## src/rtl/dcache_port_arb_pkg.sv

```systemverilog
// Shared types and sizing for the D-cache port arbiter and its retired-store write buffer.
package dcache_port_arb_pkg;

  localparam int XLEN         = 32;
  localparam int WB_DEPTH     = 8;
  localparam int WB_HIGH      = 6;
  localparam int STARVE_LIMIT = 4;
  localparam int WB_CW        = $clog2(WB_DEPTH) + 1;

  typedef enum logic [1:0] {
    BUS_NONE  = 2'b00,
    BUS_LOAD  = 2'b01,
    BUS_STORE = 2'b10
  } BUS_CMD;

  typedef struct packed {
    logic            ready;
    logic [XLEN-1:0] addr;
    logic [3:0]      usebytes;
    logic [XLEN-1:0] data;
  } SQ_ENTRY_PACKET;

  typedef struct packed {
    logic [XLEN-1:0] addr;
    logic [3:0]      usebytes;
    logic [XLEN-1:0] data;
  } WB_ENTRY;

  function automatic logic [1:0] popcount3(input logic [2:0] v);
    return 2'(v[0]) + 2'(v[1]) + 2'(v[2]);
  endfunction

endpackage

```

## src/rtl/dcache_port_arb_if.sv

```systemverilog
// Retire, load-FU and cache-port signals of the D-cache port arbiter.
interface dcache_port_arb_if;
  import dcache_port_arb_pkg::*;

  logic [2:0]            retire;
  SQ_ENTRY_PACKET [2:0]  cache_wb;
  logic [2:0]            wb_stall;
  logic [1:0]            ld_req;
  logic [1:0][XLEN-1:0]  ld_addr;
  logic [1:0]            ld_gnt;
  BUS_CMD                mem_cmd;
  logic [XLEN-1:0]       mem_addr;
  logic [XLEN-1:0]       mem_data;
  logic [3:0]            mem_usebytes;
  logic                  mem_accept;
  logic                  halt_drain;
  logic                  wb_empty;

  modport master (
    output retire, cache_wb, ld_req, ld_addr, mem_accept, halt_drain,
    input  wb_stall, ld_gnt, mem_cmd, mem_addr, mem_data, mem_usebytes, wb_empty
  );

  modport slave (
    input  retire, cache_wb, ld_req, ld_addr, mem_accept, halt_drain,
    output wb_stall, ld_gnt, mem_cmd, mem_addr, mem_data, mem_usebytes, wb_empty
  );

endinterface

```

## src/rtl/dcache_port_arb_wb_fifo.sv

```systemverilog
// In-order write buffer: up to 3 pushes and 1 pop per cycle, entries visible the cycle after push.
// No internal backpressure; the caller masks pushes against free and pops only when nonempty.
module wb_fifo
  import dcache_port_arb_pkg::*;
#(
  parameter  int DEPTH = WB_DEPTH,
  localparam int AW    = $clog2(DEPTH),
  localparam int CW    = AW + 1
) (
  input  logic             clock,
  input  logic             reset,
  input  logic [2:0]       push,
  input  WB_ENTRY          push_dat [3],
  input  logic             pop,
  output logic [XLEN-3:0]  entry_tag [DEPTH],
  output logic [DEPTH-1:0] valid,
  output WB_ENTRY          head_dat,
  output logic [CW-1:0]    count,
  output logic [CW-1:0]    free
);

  logic [AW-1:0] head;
  logic [AW-1:0] tail;
  WB_ENTRY       mem [DEPTH];

  // Slot tail+i takes retire lane i; lanes are contiguous so no gaps appear.
  always_ff @(posedge clock) begin
    for (int i = 0; i < 3; i++) begin
      if (push[i]) mem[tail + AW'(i)] <= push_dat[i];
    end
  end

  always_ff @(posedge clock or negedge reset) begin
    if (!reset) begin
      head  <= '0;
      tail  <= '0;
      count <= '0;
    end else begin
      head  <= head + AW'(pop);
      tail  <= tail + AW'(popcount3(push));
      count <= count + CW'(popcount3(push)) - CW'(pop);
    end
  end

  for (genvar j = 0; j < DEPTH; j++) begin : g_valid
    logic [AW-1:0] off;
    assign off          = AW'(j) - head;
    assign valid[j]     = {1'b0, off} < count;
    assign entry_tag[j] = mem[j].addr[XLEN-1:2];
  end

  assign head_dat = mem[head];
  assign free     = CW'(DEPTH) - count;

endmodule

```

## src/rtl/dcache_port_arb.sv

```systemverilog
// Shares the single D-cache port between buffered retired stores and two load FUs; the command is
// combinational from registered state, completes on mem_accept, and retire is throttled by wb_stall.
module dcache_port_arb
  import dcache_port_arb_pkg::*;
(
  input logic               clock,
  input logic               reset,
  dcache_port_arb_if.slave  bus
);

  localparam int CW = WB_CW;
  localparam int SW = $clog2(STARVE_LIMIT + 1);

  logic [2:0]          stall;
  logic [2:0]          push;
  WB_ENTRY             push_dat [3];
  logic [XLEN-3:0]     entry_tag [WB_DEPTH];
  logic [WB_DEPTH-1:0] valid;
  WB_ENTRY             head_dat;
  logic [CW-1:0]       count;
  logic [CW-1:0]       free;

  logic [1:0]    ld_alias;
  logic [1:0]    ld_cand;
  logic          nonempty;
  logic          force_store;
  logic          sel_store;
  logic          sel_load;
  logic          sel_k;
  logic          store_done;
  logic          load_done;
  logic [SW-1:0] starve;
  logic          rr;
  logic          unused_ready;

  // Throttle uses registered free only; a pop this cycle is not credited.
  always_comb begin
    stall = 3'b000;
    if (free == '0)            stall = 3'b111;
    else if (free == CW'(1))   stall = 3'b110;
    else if (free == CW'(2))   stall = 3'b100;
  end

  assign push = bus.retire & ~stall;

  always_comb begin
    for (int i = 0; i < 3; i++) begin
      push_dat[i] = '{addr:     bus.cache_wb[i].addr,
                      usebytes: bus.cache_wb[i].usebytes,
                      data:     bus.cache_wb[i].data};
    end
  end

  wb_fifo #(.DEPTH(WB_DEPTH)) u_wb_fifo (
    .clock     (clock),
    .reset     (reset),
    .push      (push),
    .push_dat  (push_dat),
    .pop       (store_done),
    .entry_tag (entry_tag),
    .valid     (valid),
    .head_dat  (head_dat),
    .count     (count),
    .free      (free)
  );

  // A load may not bypass a buffered store to the same word.
  always_comb begin
    ld_alias = '0;
    for (int k = 0; k < 2; k++) begin
      for (int j = 0; j < WB_DEPTH; j++) begin
        if (valid[j] && entry_tag[j] == bus.ld_addr[k][XLEN-1:2]) ld_alias[k] = 1'b1;
      end
    end
  end

  assign nonempty = (count != '0);

  always_comb begin
    sel_store   = 1'b0;
    sel_load    = 1'b0;
    sel_k       = 1'b0;
    ld_cand     = bus.ld_req & ~ld_alias & {2{~bus.halt_drain}};
    force_store = nonempty && (count >= CW'(WB_HIGH) || starve == SW'(STARVE_LIMIT) ||
                               bus.halt_drain || |(bus.ld_req & ld_alias));
    if (reset) begin
      if (force_store) begin
        sel_store = 1'b1;
      end else if (|ld_cand) begin
        sel_load = 1'b1;
        sel_k    = (ld_cand == 2'b11) ? rr : ld_cand[1];
      end else if (nonempty) begin
        sel_store = 1'b1;
      end
    end
  end

  assign store_done = sel_store && bus.mem_accept;
  assign load_done  = sel_load && bus.mem_accept;

  always_comb begin
    bus.mem_cmd      = BUS_NONE;
    bus.mem_addr     = '0;
    bus.mem_data     = '0;
    bus.mem_usebytes = '0;
    bus.ld_gnt       = '0;
    if (sel_store) begin
      bus.mem_cmd      = BUS_STORE;
      bus.mem_addr     = head_dat.addr;
      bus.mem_data     = head_dat.data;
      bus.mem_usebytes = head_dat.usebytes;
    end else if (sel_load) begin
      bus.mem_cmd       = BUS_LOAD;
      bus.mem_addr      = bus.ld_addr[sel_k];
      bus.ld_gnt[sel_k] = bus.mem_accept;
    end
  end

  always_ff @(posedge clock or negedge reset) begin
    if (!reset) begin
      starve <= '0;
      rr     <= 1'b0;
    end else begin
      if (store_done || !nonempty)
        starve <= '0;
      else if (load_done && starve != SW'(STARVE_LIMIT))
        starve <= starve + SW'(1);
      if (load_done) rr <= ~sel_k;
    end
  end

  assign bus.wb_stall = stall;
  assign bus.wb_empty = !nonempty;

  assign unused_ready = ^{bus.cache_wb[0].ready, bus.cache_wb[1].ready, bus.cache_wb[2].ready};

endmodule

```

## src/flat_wrapper.sv

```systemverilog
// flat-port wrapper written by rule: the top's interface ports become plain ports
module dcache_port_arb_flat import dcache_port_arb_pkg::*;
  (clock, reset, bus_retire, bus_cache_wb, bus_ld_req, bus_ld_addr, bus_mem_accept, bus_halt_drain, bus_wb_stall, bus_ld_gnt, bus_mem_cmd, bus_mem_addr, bus_mem_data, bus_mem_usebytes, bus_wb_empty);
  dcache_port_arb_if bus_i ();
  input logic clock;
  input logic reset;
  input wire logic [$bits(bus_i.retire)-1:0] bus_retire;
  input wire logic [$bits(bus_i.cache_wb)-1:0] bus_cache_wb;
  input wire logic [$bits(bus_i.ld_req)-1:0] bus_ld_req;
  input wire logic [$bits(bus_i.ld_addr)-1:0] bus_ld_addr;
  input wire logic [$bits(bus_i.mem_accept)-1:0] bus_mem_accept;
  input wire logic [$bits(bus_i.halt_drain)-1:0] bus_halt_drain;
  output wire logic [$bits(bus_i.wb_stall)-1:0] bus_wb_stall;
  output wire logic [$bits(bus_i.ld_gnt)-1:0] bus_ld_gnt;
  output wire logic [$bits(bus_i.mem_cmd)-1:0] bus_mem_cmd;
  output wire logic [$bits(bus_i.mem_addr)-1:0] bus_mem_addr;
  output wire logic [$bits(bus_i.mem_data)-1:0] bus_mem_data;
  output wire logic [$bits(bus_i.mem_usebytes)-1:0] bus_mem_usebytes;
  output wire logic [$bits(bus_i.wb_empty)-1:0] bus_wb_empty;
  assign bus_i.retire = bus_retire;
  assign bus_i.cache_wb = bus_cache_wb;
  assign bus_i.ld_req = bus_ld_req;
  assign bus_i.ld_addr = bus_ld_addr;
  assign bus_i.mem_accept = bus_mem_accept;
  assign bus_i.halt_drain = bus_halt_drain;
  assign bus_wb_stall = bus_i.wb_stall;
  assign bus_ld_gnt = bus_i.ld_gnt;
  assign bus_mem_cmd = bus_i.mem_cmd;
  assign bus_mem_addr = bus_i.mem_addr;
  assign bus_mem_data = bus_i.mem_data;
  assign bus_mem_usebytes = bus_i.mem_usebytes;
  assign bus_wb_empty = bus_i.wb_empty;
  dcache_port_arb u_core (.clock(clock), .reset(reset), .bus(bus_i));
endmodule
```

## config.mk

```make
export PLATFORM = sky130hd
export DESIGN_NAME = dcache_port_arb_flat
export DESIGN_NICKNAME = d
export VERILOG_FILES = /design/src/rtl/dcache_port_arb_pkg.sv /design/src/rtl/dcache_port_arb_if.sv /design/src/rtl/dcache_port_arb_wb_fifo.sv /design/src/rtl/dcache_port_arb.sv /design/src/flat_wrapper.sv
export SDC_FILE = /design/constraint.sdc
export NUM_CORES = 2
export LEC_CHECK = 0
export CAP_MARGIN = 10
export CORE_MARGIN = 2
export CORE_UTILIZATION = 50
export CTS_BUF_LIST = sky130_fd_sc_hd__clkbuf_8
export CTS_CLUSTER_SIZE = 10
export DETAILED_ROUTE_END_ITERATION = 10
export HOLD_SLACK_MARGIN = 0.12
export PLACE_DENSITY_LB_ADDON = 0.1
export SLEW_MARGIN = 20
export SYNTH_ARGS = -nofsm -noshare
export SYNTH_HDL_FRONTEND = slang
export SYNTH_SLANG_ARGS = --single-unit
```

## constraint.sdc

```tcl
create_clock -name clock -period 12.51 [get_ports clock]
set_input_delay 1.251 -clock clock [delete_from_list [all_inputs] [get_ports clock]]
set_output_delay 1.251 -clock clock [all_outputs]
set_load 0.01 [all_outputs]
```

Yosys cells after proc, flatten, opt, wreduce, memory -nomap -nowiden
Memories as Yosys holds them, arrays and structs flattened.
Cells that the tools add are included.
- eq/ne operators: 21
- shift operators: 0
- bitwise operators: 9
- mux-type cells: 50
- div/mod/pow operators: 0
- $lt $le $gt $ge: 11
- multiply operators: 0
- $add $sub $neg: 18
- reductions and logical operators: 31
- operator list (kind ; number):
    $eq 30x30->1 ; 16
    $mux 32 ; 5
    $mux 1 ; 35
    $lt 3x4->1 ; 8
    $logic_and 1x1->1 ; 21
    $mux 3 ; 5
    $sub 3x3->3 const A ; 4
    $and 2x2->2 ; 4
    $add 3x1->3 const B ; 2
    $mux 2 ; 3
    $sub 1x3->3 const A ; 2
    $sub 2x3->3 const A ; 2
    $add 4x2->4 ; 1
    $eq 4x1->1 const B ; 1
    $eq 4x2->1 const B ; 1
    $ge 4x3->1 const B ; 1
    $logic_not 4->1 ; 1
    $logic_or 1x1->1 ; 4
    $mux 4 ; 1
    $reduce_bool 4->1 ; 1
    $reduce_or 2->1 ; 2
    $sub 4x1->4 ; 1
    $sub 4x4->4 const A ; 1
    $add 3x1->3 ; 1
    16 further kinds ; 17
- memories: 1
- bits in latches: 0
- output and inout bits: 76
- memory bits (read-only): 0
- flip-flop bits (word level): 14
- bits in writable memories: 544
- memory list (name ; depth ; bits a word ; read ports ; clocked after memory_dff ; wr ports ; RTL line ; text):
    u_core.u_wb_fifo.mem ; 8 ; 68 ; 9 ; 0 ; 3 ; dcache_port_arb_wb_fifo.sv:24 ; WB_ENTRY mem [DEPTH];

Depth between registers and ports, before layout
- depth in word-level cells: 26
- gate-level depth with buffers: 21
- gate-level depth less buffers: 18

Cells and area by module
A second synthesis with hierarchy kept.
- cells, all modules: 4831
- area total of the unflattened synthesis: 42130.4 µm²
- by module, submodules not included (module ; times used ; area an instance (µm²) ; cells each ; seq. area each (µm²)):
    wb_fifo ; 1 ; 34932.3 ; 3945 ; 16585.9
    dcache_port_arb ; 1 ; 7198.2 ; 886 ; 100.1

Worst setup path before layout
No wires, ideal clock.
- kind: in2reg
- start: in bus_retire[2]
- end: mem u_core.u_wb_fifo.mem[2][0] (netlist bit), enable pin
- library setup time: 0.599 ns
- stages: 4
- path buffers: 0
- arrival: 6.703 ns
- required time: 11.911 ns
- path slack: 5.209 ns
- cell sequence: nand2_1 -> nor2_1 -> a21oi_1 -> o32ai_1
- RTL lines (item ; RTL line ; text):
    start: declaration ; flat_wrapper.sv:7 ; input wire logic [$bits(bus_i.retire)-1:0] bus_retire;
    end: declaration ; dcache_port_arb_wb_fifo.sv:24 ;

Final worst setup path
- start: reg u_core.u_wb_fifo.head[0]
- end: out bus_mem_addr[7]
- word-level cells in the longest chain between the ends: 23
- elaborated cells between the ends (all ways): 72
- classes of those cells: 8 x add/sub; 8 x order compare; 1 x eq/ne; 30 x mux; 4 x bitwise; 20 x reduce/logical; 1 x memory
- RTL lines (item ; RTL line ; text):
    start: declaration ; dcache_port_arb_wb_fifo.sv:22 ; logic [AW-1:0] head;
    start signal: assignment ; dcache_port_arb_wb_fifo.sv:39 ; head <= head + AW'(pop);
    $sub 1x3->3 ; dcache_port_arb_wb_fifo.sv:47 ; assign off = AW'(j) - head;
    $lt 3x4->1 ; dcache_port_arb_wb_fifo.sv:48 ; assign valid[j] = {1'b0, off} < count;
    $logic_and 1x1->1 ; dcache_port_arb.sv:72 ; if (valid[j] && entry_tag[j] == bus.ld_addr[k][XLEN-1:2]) ld_alias[k] = 1'b1;
    $mux 1 (8 in a row) ; dcache_port_arb.sv:72 ;
    $not 2->2 ; dcache_port_arb.sv:83 ; ld_cand = bus.ld_req & ~ld_alias & {2{~bus.halt_drain}};
    $and 2x2->2 (2 in a row) ; dcache_port_arb.sv:83 ;
    $eq 2x2->1 ; dcache_port_arb.sv:91 ; sel_k = (ld_cand == 2'b11) ? rr : ld_cand[1];
    $mux 1 ; dcache_port_arb.sv:91 ;
    $mux 1 ; dcache_port_arb.sv:89 ; end else if (|ld_cand) begin
    $mux 1 ; dcache_port_arb.sv:87 ; if (force_store) begin
    $mux 1 ; dcache_port_arb.sv:86 ; if (reset) begin
    $mux 32 (implied by the code) (2 in a row) ; dcache_port_arb.sv:114 ; bus.mem_addr = bus.ld_addr[sel_k];
    $mux 32 ; dcache_port_arb.sv:112 ; end else if (sel_load) begin
    $mux 32 * ; dcache_port_arb.sv:107 ; if (sel_store) begin
    end: declaration ; flat_wrapper.sv:16 ; output wire logic [$bits(bus_i.mem_addr)-1:0] bus_mem_addr;
Every way passes the cells marked *; elsewhere a longest branch is shown, timed or not. The select of a mux whose other input is x is not followed.

==> run metrics <==
Main synth FF type=edfxtp_1; area of the multi-input gates=21,200 µm²; post-cts resize count=0; Crit. End Element=primary output; VDD IR-drop max=264 µV; Die Y=287 µm; Vias=32,100; RePlAce Congestion=1.11; Pwr Density=245 nW/µm²; commonest non-fill, non-tap cells in the layout=609 x mux2i_1, 544 x edfxtp_1, 364 x nand2_1, 352 x clkdlybuf4s50_1, 324 x a21oi_1; number of global-route vias before repair=31,100; R2R Path End=u_core.u_wb_fifo.count[2]; Max Cap Violations=0; CTS Hold Buffers Added=0; mapped cell area=40,100 µm²; Setup TNS Final=0 ns; CP cell instances=inv_1 > ha_1 > xnor2_1 > inv_1 > ha_1 > a21oi_1 > a21o_1 > and3_4 > or4_4 > nor4b_4 > o211a_2 > buf_4 > mux2i_1 > o22ai_1 > clkdlybuf4s50_1; WP data arrival=6.87 ns; first-pass GRT wire length=225,000 µm; HP Start=u_core.rr; worst setup path category=reg -> out; synth warn=0; Skew-Pair Late Insertion Delay=0.76 ns; Fillers=7,065; hpwl dp=104,000 µm; skew final=0.0483 ns; reg2reg start=u_core.u_wb_fifo.head[0]; outcome=finished clean; drt drc=0; Post-Synthesis Cells=3,875; worst hold slack=0.530 ns; CTS tree=yes; worst hold path class=reg -> reg; CP startpoint kind=flip-flop; Core Box Area=79,100 µm²; antenna-violating nets left=0; Final setup violation count=0; Avg Synthesized Cell Area=10.3 µm²; largest net degree at the start of global routing=85; setup repair bufs after CTS=0; Chip Width=287 µm; worst r2r path cells=17; Via-to-Cell Ratio=6.39; Root Buffer=clkbuf_8; Synth cell types=58; clock slew at reported path FFs=0.06 ns; Yosys reg bits=558; final hold vios=0; register area=16,700 µm²; layout cell share with drive strength beyond 1=8.73%; 1st-pass router iterations=6; part of the Yosys area used for sequential elements=41.6%; final net count=4,191; row count=103; Ports=356; relative slew slack=23.4%; total grt overflow=0; GR Util All Layers=38.1%; min Tclk post-route=8.12 ns; Worst Tran Pin Value=1.15 ns; wire per inst=31.8 µm; highest clock rate=123 MHz; leading cell type in the layout, fill and taps excluded=mux2i_1; Async SR Flop Fraction=2.51%; static leakage=15.4 nW; Reg2Reg Setup Slack=7.19 ns; worst hold path depth=2; initial core utilization=50.7%; CTS Buf Count=100; Post-synth EDFFs=544; initial antenna violation count=26; syn_nets=4,185; hold path endpoint=u_core.rr; Slowest cell on crit path=dfrtp_4; CP max FO=39; Worst path max stage delay=0.92 ns; die area=82,400 µm²; Clock Tree Buf Depth=3; Top Family by Delay on Critical Path=compound AO/OA/AOI/OAI gates; area delta synth->final=12.5%; crit path buf inv count=4; drt initial violations=3,715; Final Cycle Share=64.9%; H-tree Lvls=3; Worst EP required=11.26 ns; number of port buffers=352; fin. max-slew vios=0; CTS Sinks=558; RSZ-0062 raised after global routing=no; final wirelength=160,000 µm
-- registers in the layout (all words and copies together), names as in the netlist --
register / count
u_core.u_wb_fifo.count: 4
u_core.u_wb_fifo.head: 3
u_core.starve: 3
u_core.u_wb_fifo.mem: 544
u_core.u_wb_fifo.tail: 3
u_core.rr: 1
-- layout make-up --
type	instances	share of cell area (%)
clock inverters	84	0.888
multi-input cells	2785	47.1
well taps	1050	2.91
diodes	13	0.0721
clock buffers	100	3.05
flip-flops and latches	558	37.0
repair buffers	405	8.69
inverters	31	0.264
-- kinds of logic (layout without fill, tap and decap cells) --
family,Yosys count,after routing,share of synthesized area (%)
compound gates,656,656,8.51
flops,558,558,41.6
fa+ha+maj,30,30,0.993
buf+inv,532,620,5.91
other cells,0,13,0
xor+xnor,489,489,10.7
simple gates,865,865,9.41
mux,745,745,22.8
-- per-layer routing --
layer	vias up	wire, µm	share of wire [%]	global-route usage, %
met2	1843	75400	47	61.4
met3	448	14500	9.1	7.43
li1	13900	-	-	-
met4	26	9200	5.8	20.6
met1	15800	60500	38	48.6
met5	-	162	0.10	0
-- Yosys cell counts (46+ instances only) --
| library cell | count | share of area, % |
|---|---|---|
| nand2_1 | 368 | 3.4 |
| xnor2_1 | 182 | 4.0 |
| a21oi_1 | 324 | 4.0 |
| nor2_1 | 295 | 2.8 |
| clkbuf_2 | 68 | 0.85 |
| clkbuf_1 | 273 | 2.6 |
| edfxtp_1 | 544 | 41 |
| xor2_1 | 306 | 6.7 |
| buf_2 | 46 | 0.57 |
| mux4_2 | 136 | 7.6 |
| buf_1 | 77 | 0.72 |
| mux2i_1 | 609 | 15 |
| nand4_1 | 63 | 0.98 |
| o21ai_0 | 275 | 3.4 |
| nor4_1 | 86 | 1.3 |
-- how the worst max path moves through the flow --
stage	startpoint	end	slack, ns	cells after the start
4_1_cts	u_core.u_wb_fifo.head[0]	bus_mem_addr[7]	4.39	15
6_report	u_core.u_wb_fifo.head[0]	bus_mem_addr[7]	4.39	15
2_1_floorplan	bus_retire[2]	u_core.u_wb_fifo.mem[2][0]	5.21	4
3_5_place_dp	bus_ld_addr[22]	bus_mem_addr[7]	4.72	12
5_1_grt	u_core.u_wb_fifo.head[0]	bus_mem_addr[7]	4.22	15
3_3_place_gp	bus_ld_addr[22]	bus_mem_addr[7]	4.71	12
-- per-stage QoR --
step	setup slack, ns	area, µm²	utilization (%)	power (mW)	instances
2_1_floorplan	5.21	40100	-	7.14	3875
3_3_place_gp	4.71	43300	54.7	9.31	4829
3_5_place_dp	4.72	43300	54.7	9.38	4829
4_1_cts	4.39	45100	56.9	11.0	5013
5_1_grt	4.22	45100	57.0	11.4	5025
6_report	4.39	45100	57.0	11.1	5026
-- tightest hold or removal path, cell delays in order (launching register included) --
cell and delay, ns:
dfrtp_1 0.38, inv_1 0.05, mux2i_1 0.05
-- report_power, final --
group / switching, mW / internal (mW)
Combinational: 3.35 / 2.14
Clock: 0.838 / 0.754
Sequential: 0.769 / 3.22
Total: 4.95 / 6.12
No activity file was read; power rests on OpenSTA's default activity.
